$ cat src/rtl/gcbp_bram_read_seq_if.sv
// Signal bundle between the GCBP BRAM read sequencer, its BRAM read ports and the correlator.
// With GCBP_RD_XOR_EN defined the bundle also carries the XOR line and its popcount.
interface gcbp_bram_read_seq_if #(
    parameter int C_SHIFT_BITS = 4
);
    logic                    i_start;
    logic [1:0]              i_curr_frame_loc;
    logic [1:0]              i_prev_frame_loc;
    logic [C_SHIFT_BITS-1:0] i_vshift;
    logic                    o_bram_rd_en;
    logic [8:0]              o_bram_rd_addr_a;
    logic [8:0]              o_bram_rd_addr_b;
    logic [127:0]            i_bram_rd_data_a;
    logic [127:0]            i_bram_rd_data_b;
    logic                    o_line_valid;
    logic                    i_line_ready;
    logic [127:0]            o_curr_line;
    logic [127:0]            o_prev_line;
    logic [5:0]              o_line_idx;
    logic                    o_busy;
    logic                    o_done;
`ifdef GCBP_RD_XOR_EN
    logic [127:0]            o_xor_line;
    logic [7:0]              o_xor_popcnt;

    modport master (
        input  i_start, i_curr_frame_loc, i_prev_frame_loc, i_vshift,
        input  i_bram_rd_data_a, i_bram_rd_data_b, i_line_ready,
        output o_bram_rd_en, o_bram_rd_addr_a, o_bram_rd_addr_b,
        output o_line_valid, o_curr_line, o_prev_line, o_line_idx, o_busy, o_done,
        output o_xor_line, o_xor_popcnt
    );
    modport slave (
        output i_start, i_curr_frame_loc, i_prev_frame_loc, i_vshift,
        output i_bram_rd_data_a, i_bram_rd_data_b, i_line_ready,
        input  o_bram_rd_en, o_bram_rd_addr_a, o_bram_rd_addr_b,
        input  o_line_valid, o_curr_line, o_prev_line, o_line_idx, o_busy, o_done,
        input  o_xor_line, o_xor_popcnt
    );
`else
    modport master (
        input  i_start, i_curr_frame_loc, i_prev_frame_loc, i_vshift,
        input  i_bram_rd_data_a, i_bram_rd_data_b, i_line_ready,
        output o_bram_rd_en, o_bram_rd_addr_a, o_bram_rd_addr_b,
        output o_line_valid, o_curr_line, o_prev_line, o_line_idx, o_busy, o_done
    );
    modport slave (
        output i_start, i_curr_frame_loc, i_prev_frame_loc, i_vshift,
        output i_bram_rd_data_a, i_bram_rd_data_b, i_line_ready,
        input  o_bram_rd_en, o_bram_rd_addr_a, o_bram_rd_addr_b,
        input  o_line_valid, o_curr_line, o_prev_line, o_line_idx, o_busy, o_done
    );
`endif
endinterface

$ cat src/rtl/gcbp_bram_read_seq.sv
// GCBP BRAM read sequencer: one 64-line pass per start, pairing curr line i with prev line i+vshift.
// Optional GCBP_RD_XOR_EN adds o_xor_line / o_xor_popcnt stored alongside each pair. C_SHIFT_BITS <= 5.
module gcbp_bram_read_seq #(
    parameter int C_BRAM_RD_LATENCY = 1,
    parameter int C_SHIFT_BITS      = 4,
    parameter int C_FRAME_STRIDE    = 128
) (
    input  logic                 i_clk,
    input  logic                 i_resetn,
    gcbp_bram_read_seq_if.master bus
);
    localparam int         L      = C_BRAM_RD_LATENCY;
    localparam int         DEPTH  = L + 1;
    localparam int         PTR_W  = $clog2(DEPTH);
    localparam int         CNT_W  = $clog2(DEPTH + 1);
    localparam logic [8:0] STRIDE = 9'(C_FRAME_STRIDE);

    typedef enum logic [1:0] {S_IDLE, S_ISSUE, S_DRAIN} state_t;

    typedef struct packed {
        logic [5:0]   idx;
        logic [127:0] curr;
        logic [127:0] prev;
`ifdef GCBP_RD_XOR_EN
        logic [127:0] xr;
        logic [7:0]   pop;
`endif
    } entry_t;

    state_t                  state_q, state_d;
    logic [5:0]              i_q, i_d;
    logic [5:0]              last_q, last_d;
    logic [1:0]              curr_loc_q, curr_loc_d;
    logic [1:0]              prev_loc_q, prev_loc_d;
    logic [C_SHIFT_BITS-1:0] vshift_q, vshift_d;
    logic                    busy_q, busy_d;
    logic                    done_q, done_d;
    logic [L-1:0]            tag_q, tag_d;
    logic [5:0]              tag_idx_q [L];
    logic [5:0]              tag_idx_d [L];
    entry_t                  fifo_q [DEPTH];
    entry_t                  fifo_d [DEPTH];
    logic [PTR_W-1:0]        wr_ptr_q, wr_ptr_d;
    logic [PTR_W-1:0]        rd_ptr_q, rd_ptr_d;
    logic [CNT_W-1:0]        count_q, count_d;

    logic       rd_en, push, pop, valid;
    logic [5:0] vs6, start_vs6, prev_i, first_start, last_start;
    int         inflight;
    entry_t     in_entry, head;

    function automatic logic [PTR_W-1:0] ptr_inc(input logic [PTR_W-1:0] p);
        return (p == PTR_W'(DEPTH - 1)) ? '0 : p + 1'b1;
    endfunction

    assign vs6         = {{(6-C_SHIFT_BITS){vshift_q[C_SHIFT_BITS-1]}}, vshift_q};
    assign start_vs6   = {{(6-C_SHIFT_BITS){bus.i_vshift[C_SHIFT_BITS-1]}}, bus.i_vshift};
    assign first_start = start_vs6[5] ? 6'd0 - start_vs6 : 6'd0;
    assign last_start  = start_vs6[5] ? 6'd63 : 6'd63 - start_vs6;
    assign prev_i      = i_q + vs6;

    assign valid = (count_q != '0);
    assign pop   = valid & bus.i_line_ready;
    assign push  = tag_q[L-1];

    // Credit: FIFO after this cycle's pop plus every read still in the BRAM pipe must leave room
    // for one more entry; counting the pop lets a steady ready=1 stream run at one pair per cycle.
    assign inflight = int'(count_q) - int'(pop) + $countones(tag_q);
    assign rd_en    = (state_q == S_ISSUE) && (inflight < DEPTH);

    assign tag_d[0]     = rd_en;
    assign tag_idx_d[0] = i_q;
    for (genvar gi = 1; gi < L; gi++) begin : g_tag
        assign tag_d[gi]     = tag_q[gi-1];
        assign tag_idx_d[gi] = tag_idx_q[gi-1];
    end

    always_comb begin
        in_entry      = '0;
        in_entry.idx  = tag_idx_q[L-1];
        in_entry.curr = bus.i_bram_rd_data_a;
        in_entry.prev = bus.i_bram_rd_data_b;
`ifdef GCBP_RD_XOR_EN
        in_entry.xr   = bus.i_bram_rd_data_a ^ bus.i_bram_rd_data_b;
        in_entry.pop  = 8'($countones(bus.i_bram_rd_data_a ^ bus.i_bram_rd_data_b));
`endif
        fifo_d = fifo_q;
        if (push) begin
            fifo_d[wr_ptr_q] = in_entry;
        end
        wr_ptr_d = push ? ptr_inc(wr_ptr_q) : wr_ptr_q;
        rd_ptr_d = pop  ? ptr_inc(rd_ptr_q) : rd_ptr_q;
        count_d  = count_q + CNT_W'(push) - CNT_W'(pop);

        state_d    = state_q;
        i_d        = i_q;
        last_d     = last_q;
        curr_loc_d = curr_loc_q;
        prev_loc_d = prev_loc_q;
        vshift_d   = vshift_q;
        busy_d     = busy_q;
        done_d     = 1'b0;
        case (state_q)
            S_IDLE: begin
                // done_q still high means this is the done cycle, where a start is ignored.
                if (bus.i_start && !done_q) begin
                    curr_loc_d = bus.i_curr_frame_loc;
                    prev_loc_d = bus.i_prev_frame_loc;
                    vshift_d   = bus.i_vshift;
                    i_d        = first_start;
                    last_d     = last_start;
                    busy_d     = 1'b1;
                    state_d    = S_ISSUE;
                end
            end
            S_ISSUE: begin
                if (rd_en) begin
                    if (i_q == last_q) begin
                        state_d = S_DRAIN;
                    end else begin
                        i_d = i_q + 6'd1;
                    end
                end
            end
            S_DRAIN: begin
                if ((tag_d == '0) && (count_d == '0)) begin
                    busy_d  = 1'b0;
                    done_d  = 1'b1;
                    state_d = S_IDLE;
                end
            end
            default: state_d = S_IDLE;
        endcase
    end

    always_ff @(posedge i_clk) begin
        if (!i_resetn) begin
            state_q    <= S_IDLE;
            i_q        <= '0;
            last_q     <= '0;
            curr_loc_q <= '0;
            prev_loc_q <= '0;
            vshift_q   <= '0;
            busy_q     <= 1'b0;
            done_q     <= 1'b0;
            tag_q      <= '0;
            wr_ptr_q   <= '0;
            rd_ptr_q   <= '0;
            count_q    <= '0;
            for (int k = 0; k < L; k++) begin
                tag_idx_q[k] <= '0;
            end
            for (int k = 0; k < DEPTH; k++) begin
                fifo_q[k] <= '0;
            end
        end else begin
            state_q    <= state_d;
            i_q        <= i_d;
            last_q     <= last_d;
            curr_loc_q <= curr_loc_d;
            prev_loc_q <= prev_loc_d;
            vshift_q   <= vshift_d;
            busy_q     <= busy_d;
            done_q     <= done_d;
            tag_q      <= tag_d;
            tag_idx_q  <= tag_idx_d;
            wr_ptr_q   <= wr_ptr_d;
            rd_ptr_q   <= rd_ptr_d;
            count_q    <= count_d;
            fifo_q     <= fifo_d;
        end
    end

    assign head = fifo_q[rd_ptr_q];

    assign bus.o_bram_rd_en     = rd_en;
    assign bus.o_bram_rd_addr_a = 9'(curr_loc_q) * STRIDE + 9'(i_q);
    assign bus.o_bram_rd_addr_b = 9'(prev_loc_q) * STRIDE + 9'(prev_i);
    assign bus.o_line_valid     = valid;
    assign bus.o_curr_line      = head.curr;
    assign bus.o_prev_line      = head.prev;
    assign bus.o_line_idx       = head.idx;
    assign bus.o_busy           = busy_q;
    assign bus.o_done           = done_q;
`ifdef GCBP_RD_XOR_EN
    assign bus.o_xor_line       = head.xr;
    assign bus.o_xor_popcnt     = head.pop;
`endif
endmodule
$ cat src/flat_wrapper.sv
// flat-port wrapper written by rule: the top's interface ports become plain ports
module gcbp_bram_read_seq_flat 
#(
    parameter int C_BRAM_RD_LATENCY = 1,
    parameter int C_SHIFT_BITS      = 4,
    parameter int C_FRAME_STRIDE    = 128
)
  (i_clk, i_resetn, bus_i_start, bus_i_curr_frame_loc, bus_i_prev_frame_loc, bus_i_vshift, bus_i_bram_rd_data_a, bus_i_bram_rd_data_b, bus_i_line_ready, bus_o_bram_rd_en, bus_o_bram_rd_addr_a, bus_o_bram_rd_addr_b, bus_o_line_valid, bus_o_curr_line, bus_o_prev_line, bus_o_line_idx, bus_o_busy, bus_o_done);
  gcbp_bram_read_seq_if #(.C_SHIFT_BITS(C_SHIFT_BITS)) bus_i ();
  input  logic i_clk;
  input  logic i_resetn;
  input wire logic [$bits(bus_i.i_start)-1:0] bus_i_start;
  input wire logic [$bits(bus_i.i_curr_frame_loc)-1:0] bus_i_curr_frame_loc;
  input wire logic [$bits(bus_i.i_prev_frame_loc)-1:0] bus_i_prev_frame_loc;
  input wire logic [$bits(bus_i.i_vshift)-1:0] bus_i_vshift;
  input wire logic [$bits(bus_i.i_bram_rd_data_a)-1:0] bus_i_bram_rd_data_a;
  input wire logic [$bits(bus_i.i_bram_rd_data_b)-1:0] bus_i_bram_rd_data_b;
  input wire logic [$bits(bus_i.i_line_ready)-1:0] bus_i_line_ready;
  output wire logic [$bits(bus_i.o_bram_rd_en)-1:0] bus_o_bram_rd_en;
  output wire logic [$bits(bus_i.o_bram_rd_addr_a)-1:0] bus_o_bram_rd_addr_a;
  output wire logic [$bits(bus_i.o_bram_rd_addr_b)-1:0] bus_o_bram_rd_addr_b;
  output wire logic [$bits(bus_i.o_line_valid)-1:0] bus_o_line_valid;
  output wire logic [$bits(bus_i.o_curr_line)-1:0] bus_o_curr_line;
  output wire logic [$bits(bus_i.o_prev_line)-1:0] bus_o_prev_line;
  output wire logic [$bits(bus_i.o_line_idx)-1:0] bus_o_line_idx;
  output wire logic [$bits(bus_i.o_busy)-1:0] bus_o_busy;
  output wire logic [$bits(bus_i.o_done)-1:0] bus_o_done;
  assign bus_i.i_start = bus_i_start;
  assign bus_i.i_curr_frame_loc = bus_i_curr_frame_loc;
  assign bus_i.i_prev_frame_loc = bus_i_prev_frame_loc;
  assign bus_i.i_vshift = bus_i_vshift;
  assign bus_i.i_bram_rd_data_a = bus_i_bram_rd_data_a;
  assign bus_i.i_bram_rd_data_b = bus_i_bram_rd_data_b;
  assign bus_i.i_line_ready = bus_i_line_ready;
  assign bus_o_bram_rd_en = bus_i.o_bram_rd_en;
  assign bus_o_bram_rd_addr_a = bus_i.o_bram_rd_addr_a;
  assign bus_o_bram_rd_addr_b = bus_i.o_bram_rd_addr_b;
  assign bus_o_line_valid = bus_i.o_line_valid;
  assign bus_o_curr_line = bus_i.o_curr_line;
  assign bus_o_prev_line = bus_i.o_prev_line;
  assign bus_o_line_idx = bus_i.o_line_idx;
  assign bus_o_busy = bus_i.o_busy;
  assign bus_o_done = bus_i.o_done;
  gcbp_bram_read_seq #(.C_BRAM_RD_LATENCY(C_BRAM_RD_LATENCY), .C_SHIFT_BITS(C_SHIFT_BITS), .C_FRAME_STRIDE(C_FRAME_STRIDE)) u_core (.i_clk(i_clk), .i_resetn(i_resetn), .bus(bus_i));
endmodule
$ cat config.mk
export PLATFORM = sky130hd
export DESIGN_NAME = gcbp_bram_read_seq_flat
export DESIGN_NICKNAME = d
export VERILOG_FILES = /design/src/rtl/gcbp_bram_read_seq_if.sv /design/src/rtl/gcbp_bram_read_seq.sv /design/src/flat_wrapper.sv
export SDC_FILE = /design/constraint.sdc
export NUM_CORES = 1
export LEC_CHECK = 0
export ABC_AREA = 1
export CAP_MARGIN = 20
export CORE_ASPECT_RATIO = 2
export CORE_MARGIN = 4
export CORE_UTILIZATION = 50
export DETAILED_ROUTE_END_ITERATION = 6
export PLACE_DENSITY = 0.81
export SLEW_MARGIN = 20
export SYNTH_ARGS = -nofsm -noshare
export SYNTH_HDL_FRONTEND = slang
export SYNTH_SLANG_ARGS = --single-unit
$ cat constraint.sdc
create_clock -name i_clk -period 2.8 [get_ports i_clk]
set_clock_uncertainty 0.15 [all_clocks]
set_input_delay 0.56 -clock i_clk [delete_from_list [all_inputs] [get_ports i_clk]]
set_output_delay 0.56 -clock i_clk [all_outputs]
set_load 0.01 [all_outputs]
==> metrics.md, run 1 <==
| Metric | Value |
|---|---|
| Sequential area share after synthesis | `48.8%` |
| VDD IR max | `approximately 0.62 mV` |
| First-pass GRT wire length | `120000 microns` |
| R2R setup slack | `-0.31 ns` |
| Core area | `approximately 45000 sq um` |
| Achievable Freq | `between 300 and 400 MHz` |
| Startpoint class of the critical path | `flop` |
| Gr ovfl total | `0` |
| Clock Tree Root | `clkbuf_16` |
| CP startpoint | `u_core.count_q[1]` |
| I/O Buffers | `549` |
| Synthesized area per cell | `6.76 sq um` |
| Slew Viols, Final | `0` |
| Critical path class | `reg -> out` |
| Hold path cells | `3` |
| CP arrival | `approximately 2.4 ns` |
| Largest net degree at the start of global routing | `185` |
| Final period util | `113%` |
| Leading cell type in the layout, fill and taps excluded | `nor2_1` |
| Clock sink count | `557` |
| GP Congestion | `0.883` |
| Total routed wirelength | `78500 microns` |
| Detail Route Antenna Nets | `0` |
| Number of global-route vias before repair | `22500` |
| Residual DRC | `0` |
| Crit-path leading delay family | `buffers and inverters` |
| Final Instance Count excl. Fillers | `4471` |
| Cell Area, Synth | `between 20000 and 25000 sq um` |
| Flops & latches, synth | `557` |
| Status | `complete, but fails checks` |
| Post-DP HPWL | `48600 microns` |
| Endpoints failing setup | `6` |
| Initial DRC Count | `about 2100` |
| Initial core utilization | `between 50% and 60%` |
| Layout cells sized above 1 | `approximately 7.2%` |
| Filler cell count | `3820` |
| Hold Path End | `u_core.fifo_q[83]` |
| FF-to-FF Start | `u_core.count_q[0]` |
| Actual slew at the worst max-slew pin | `between 0.8 and 0.9 ns` |
| Die Y | `310 microns` |
| Die width | `between 150 and 200 microns` |
| Slew headroom | `41.9%` |
| Crit path max-delay cell type | `dfxtp_4` |
| Unrepaired setup endpoints after global routing | `true` |
| Fin worst setup slack | `-0.354 ns` |
| Post-CTS Hold Fix Bufs | `0` |
| Critical Path Max Stage Delay | `0.40 ns` |
| Clock buffer count from CTS | `49` |
| Failing checks | `negative setup slack` |
| Leakage | `14.7 nW` |
| Place WS | `-0.936 ns` |
| Power Dens Cells | `between 500 and 600 nW/um^2` |
| Critical R2R Capture | `u_core.state_q[1]` |
| Layout Nets | `4144` |
| Via density | `5.29` |
| CP required | `approximately 2.1 ns` |
| IO Pins | `552` |
| Clk slew on worst S/H paths | `0.07 ns` |
| Tmin final | `3.15 ns` |
| CP bufs+invs | `5` |
| Die area | `slightly below 50000 sq um` |
| CTS tree | `done` |
| Cells after DPL | `4321` |
| Hold slack | `approximately 0.24 ns` |
| Buffer levels on the longest clock path | `3` |
| Initial antenna violation count | `19` |
| Synth unique cells | `30` |
| Drt first pass iters | `6` |
| Final Util | `69.0%` |
| Synth Instances | `3380` |
| Most frequent cells in the layout | `nor2_1, nand2_1, dfxtp_1, o21ai_0, clkdlybuf4s50_1` |
| Max Cap Viol | `0` |
| Via count | `23600` |
| H-tree depth | `2` |
| Area growth syn-to-layout | `36.4%` |
| Crit-path max FO | `4` |
| Hold Path Origin | `i_resetn` |
| Row Count | `110` |
| Clk_lat worst skew | `0.57 ns` |
| Crit-path cells | `clkinvlp_4 -> ha_4 -> buf_4 -> ha_1 -> inv_1 -> nand2_1 -> nor2_1 -> nand3_2 -> nand2_2 -> inv_2 -> nor2_4 -> buf_6` |
| Avg WL per Cell | `17.6 microns` |
| Final number of hold-violating endpoints | `0` |
| CP endpoint kind | `primary output` |
| Worst Hold Class | `in -> reg` |
| Synth warn | `0` |
| Gr usage total | `29.7%` |
| FF-to-FF path depth | `23` |
-- cells in the mapped netlist --
| library cell | number | area, sq um |
|---|---|---|
| xor2_1 | 3 | 26.3 |
| inv_1 | 45 | 169 |
| nor2_4 | 1 | 11.3 |
| nand2_1 | 845 | 3170 |
| nand3b_1 | 1 | 7.51 |
| a211oi_1 | 1 | 7.51 |
| conb_1 | 1 | 3.75 |
| buf_4 | 10 | 75.1 |
| inv_2 | 1 | 3.75 |
| nand3_2 | 1 | 10.0 |
| a31oi_1 | 1 | 6.26 |
| dfxtp_1 | 557 | 11200 |
| fa_1 | 1 | 20.0 |
| nor3_1 | 3 | 15.0 |
| xnor2_1 | 4 | 35.0 |
| o21ai_0 | 505 | 2530 |
| o21bai_1 | 1 | 7.51 |
| nand2_4 | 2 | 22.5 |
| clkbuf_1 | 136 | 510 |
| nand3_1 | 14 | 70.1 |
| a21oi_2 | 1 | 8.76 |
| nor2_2 | 1 | 6.26 |
| buf_2 | 78 | 390 |
| o21ai_1 | 36 | 180 |
| a21oi_1 | 18 | 90.1 |
| or3_1 | 1 | 6.26 |
| buf_6 | 1 | 11.3 |
| ha_1 | 16 | 200 |
| nor2_1 | 1082 | 4060 |
| buf_1 | 13 | 48.8 |
-- cell type report --
cell class / instances / area [sq um] / share of cell area [%]
Antenna cell: 17 / 42.5 / 0.136
Clock buffer: 72 / 1460 / 4.67
Clock inverter: 14 / 109 / 0.349
Inverter: 46 / 215 / 0.690
Multi-Input combinational cell: 2540 / 10700 / 34.3
Sequential cell: 557 / 11200 / 35.8
Tap cell: 560 / 701 / 2.25
Timing Repair Buffer: 665 / 6770 / 21.7
-- flip-flops by register name, summed over array words and instances, names as in the netlist --
register,flops
u_core.bus.o_busy,1
u_core.bus.o_done,1
u_core.count_q,2
u_core.curr_loc_q,2
u_core.fifo_q,524
u_core.i_q,6
u_core.last_q,4
u_core.prev_loc_q,2
u_core.push,1
u_core.rd_ptr_q,1
u_core.state_q,2
u_core.tag_idx_q,6
u_core.vshift_q,4
u_core.wr_ptr_q,1
-- how the worst max path moves through the flow --
stage / cells past startpoint / end
3_3_place_gp: 14 / bus_o_bram_rd_en
3_5_place_dp: 14 / bus_o_bram_rd_en
6_report: 12 / bus_o_bram_rd_en
5_1_grt: 12 / bus_o_bram_rd_en
4_1_cts: 14 / bus_o_bram_rd_en
2_1_floorplan: 12 / bus_o_bram_rd_en
-- power breakdown --
group / leakage [nW] / internal (mW) / switching, mW
clock network: 0.776 / 3.69 / 3.02
registers: 4.52 / 8.31 / 0.193
logic: 9.44 / 1.22 / 1.52
-- what timing repair did --
item	4_1_cts	5_1_grt
pin swaps	9	27
setup buffers	28	8
endpoints found under the setup margin	267	55
gates cloned	13	1
gates resized for setup	361	88
-- cell families after synthesis --
kind of cell / count (synthesis) / share of synthesized area (%)
flip-flops: 557 / 48.8
AND/OR/NAND/NOR: 1951 / 32.3
buffers and inverters: 284 / 5.29
adder cells (fa/ha/maj): 17 / 0.964
XOR/XNOR: 7 / 0.268
other: 1 / 0.0164
AO/OA/AOI/OAI: 563 / 12.4
-- worst min-delay path, cell delays in order --
cell,delay [ns]
buf_8,0.19
o21ai_0,0.11
nor2_1,0.04
-- layer usage --
metal  GRT usage, %  up-vias  wire length, microns
met5              0        -                    27
met3           6.48      225                  5580
met2           52.7      929                 39500
li1               -    11500                     -
met4           17.6        4                  4830
met1           32.7    10900                 28600
-- metrics by stage --
stage	cell area (sq um)	TNS (ns)	total power, mW
final	31200	-1.19	18.0
after global routing	31200	-1.84	18.7
after CTS	30900	-1.42	18.0
after detailed placement	28900	-3.07	11.5
after global placement	28900	-2.32	11.4
after floorplan	22900	0	9.91
No activity file was read; power rests on OpenSTA's default activity.
==> run 2: changes to the inputs <==
- CORE_UTILIZATION: 50 -> 45
- PLACE_DENSITY: 0.81 -> 0.77
- clock period: 2.8 -> 2.65 ns (I/O delays scaled with it)
==> metrics.md, run 2 (synthesis gave the netlist of run 1 again) <==
| Metric | Value |
|---|---|
| Clock buffer count from CTS | `48 (was 49)` |
| Row Count | `116 (was 110)` |
| Final period util | `120%` |
| Achievable Freq | `314 MHz` |
| I/O Buffers | `549 (unchanged)` |
| Fin worst setup slack | `-0.537 ns (was -0.354 ns)` |
| Initial core utilization | `45.5% (was 50.6%)` |
| Placed cell area | `29100 sq um (was 28900 sq um)` |
| VDD IR max | `0.662 mV (was 0.619 mV)` |
| Residual DRC | `0 (unchanged)` |
| Detail Route Antenna Nets | `0 (unchanged)` |
| Design area | `31700 sq um (was 31200 sq um)` |
| Initial antenna violation count | `20 (was 19)` |
| Post-CTS Hold Fix Bufs | `0 (unchanged)` |
| Failing checks | `negative setup slack (unchanged)` |
| Startpoint class of the critical path | `flop (unchanged)` |
| Total routed wirelength | `81000 microns (was 78500 microns)` |
| Clk slew on worst S/H paths | `0.07 ns (about the same)` |
| Via count | `23900 (was 23600)` |
| Unrepaired setup endpoints after global routing | `true (unchanged)` |
| Avg WL per Cell | `17.6 microns (about the same)` |
| CP endpoint kind | `primary output (unchanged)` |
| Crit-path cells | `inv_4 -> nand3_4 -> inv_4 -> ha_4 -> inv_4 -> nand2_4 -> ha_4 -> nand2_2 -> nor2_1 -> nand3_1 -> nand2_2 -> inv_2 -> nor2_2 -> buf_6 (was clkinvlp_4 -> ha_4 -> buf_4 -> ha_1 -> inv_1 -> nand2_1 -> nor2_1 -> nand3_2 -> nand2_2 -> inv_2 -> nor2_4 -> buf_6)` |
| Tmin final | `3.19 ns` |
| GP Congestion | `0.858 (was 0.883)` |
| Leakage | `14.9 nW (was 14.7 nW)` |
| IO Pins | `552 (unchanged)` |
| Post-DP HPWL | `49200 microns (was 48600 microns)` |
| CP required | `1.97 ns (was 2.09 ns)` |
| Gr usage total | `27.0% (was 29.7%)` |
| Endpoints failing setup | `23 (was 6)` |
| Buffer levels on the longest clock path | `3 (unchanged)` |
| Clock sink count | `557 (unchanged)` |
| Status | `complete, but fails checks (unchanged)` |
| Via density | `5.18 (was 5.29)` |
| Slew Viols, Final | `0 (unchanged)` |
| Crit path max-delay cell type | `dfxtp_2 (was dfxtp_4)` |
| Die area | `54700 sq um (was 49400 sq um)` |
| First-pass GRT wire length | `121000 microns (was 120000 microns)` |
| Critical path class | `reg -> out (unchanged)` |
| Largest reg by FF count | `u_core.fifo_q (unchanged)` |
| Number of global-route vias before repair | `22400 (was 22500)` |
| Crit-path max FO | `3 (was 4)` |
| Leading cell type in the layout, fill and taps excluded | `nor2_1 (unchanged)` |
| Setup TNS | `-3.80 ns (was -1.19 ns)` |
| Initial DRC Count | `2038 (was 2084)` |
| CP arrival | `2.51 ns (was 2.44 ns)` |
| Final number of hold-violating endpoints | `0 (unchanged)` |
| Final Instance Count excl. Fillers | `4609 (was 4471)` |
| Largest net degree at the start of global routing | `160 (was 185)` |
| Gr ovfl total | `0 (unchanged)` |
| Core area | `50200 sq um (was 45100 sq um)` |
| Drt first pass iters | `6 (unchanged)` |
| Actual slew at the worst max-slew pin | `0.964 ns (was 0.871 ns)` |
| Final Util | `63.2% (was 69.0%)` |
| Critical Path Max Stage Delay | `0.33 ns (was 0.40 ns)` |
| Clk_lat worst skew | `0.59 ns (was 0.57 ns)` |
| Max reg flops | `524 (unchanged)` |
| Most frequent cells in the layout | `nor2_1, nand2_1, dfxtp_1, o21ai_0, clkdlybuf4s50_1 (unchanged)` |
| Layout cells sized above 1 | `14.3% (was 7.24%)` |
| CP most frequent cell | `inv_4` |
| CTS tree | `done (unchanged)` |
| Worst Hold Class | `in -> reg (unchanged)` |
| Clock Tree Root | `clkbuf_16 (unchanged)` |
| Power Dens Cells | `601 nW/um^2 (was 576 nW/um^2)` |
| Die width | `167 microns (was 159 microns)` |
| H-tree depth | `2 (unchanged)` |
| Max Cap Viol | `0 (unchanged)` |
| Die Y | `327 microns (was 310 microns)` |
| Area growth syn-to-layout | `38.9% (was 36.4%)` |
| Place WS | `-1.02 ns (was -0.936 ns)` |
| Layout Nets | `4190 (was 4144)` |
| Biggest regs | `u_core.fifo_q (524), u_core.i_q (6), u_core.tag_idx_q (6) (unchanged)` |
| Slew headroom | `35.8% (was 41.9%)` |
| Cells after DPL | `4415 (was 4321)` |
==> run 2: worst max-delay path, delay by kind of cell (launching register included) <==
| family | cells | cell delay [ns] |
|---|---|---|
| AND/OR/NAND/NOR | 7 | 0.70 |
| flip-flops | 1 | 0.33 |
| buffers and inverters | 5 | 0.40 |
| adder cells (fa/ha/maj) | 2 | 0.47 |
==> run 2: path summary, 6_finish.rpt <==
path | cells after the start | slack [ns] | start | end
worst max-delay path | 14 | -0.54 | u_core.count_q[0] | bus_o_bram_rd_en
worst min register to register | 2 | 0.32 | u_core.last_q[0] | u_core.last_q[0]
worst min-delay path | 3 | 0.24 | i_resetn | u_core.fifo_q[38]
worst max register to register | 24 | -0.48 | u_core.count_q[0] | u_core.i_q[1]
==> run 2: what timing repair did <==
item | 4_1_cts | 5_1_grt
pin swaps | 13 | 38
setup endpoints to repair | 268 | 239
hold endpoints to repair | 0 | 0
gates resized for setup | 556 | 467
gates cloned | 14 | 12
setup buffers | 35 | 32
==> run 2: area by class of cell <==
cell class	instances	area, sq um
Fill cell	4482	18500
Timing Repair inverter	1	16.3
Antenna cell	17	42.5
Inverter	46	211
Clock buffer	73	1400
Sequential cell	557	11200
Tap cell	649	812
Clock inverter	15	136
Timing Repair Buffer	710	7000
Multi-Input combinational cell	2541	11000
==> run 2: power breakdown <==
| part | switching [mW] | internal (mW) | total [mW] |
|---|---|---|---|
| sequential | 0.212 | 8.78 | 8.99 |
| clock | 3.21 | 3.84 | 7.05 |
| combinational | 1.68 | 1.37 | 3.05 |
==> run 2: per-stage QoR <==
stage               power, mW  hold slack (ns)
detailed placement       12.1            0.314
floorplan                10.5            0.294
global placement         12.1            0.306
finish                   19.1            0.240
global route             19.8            0.254
CTS                      19.1            0.213
==> run 2: per-layer routing <==
layer | vias up | part of all wire (%) | routed length, microns | track usage [%]
met5 | - | 0.033 | 27 | 0
met4 | 4 | 5.2 | 4220 | 14.5
met3 | 198 | 7.2 | 5870 | 5.65
met2 | 931 | 51 | 41200 | 46.9
met1 | 11100 | 37 | 29700 | 30.9
li1 | 11600 | - | - | -
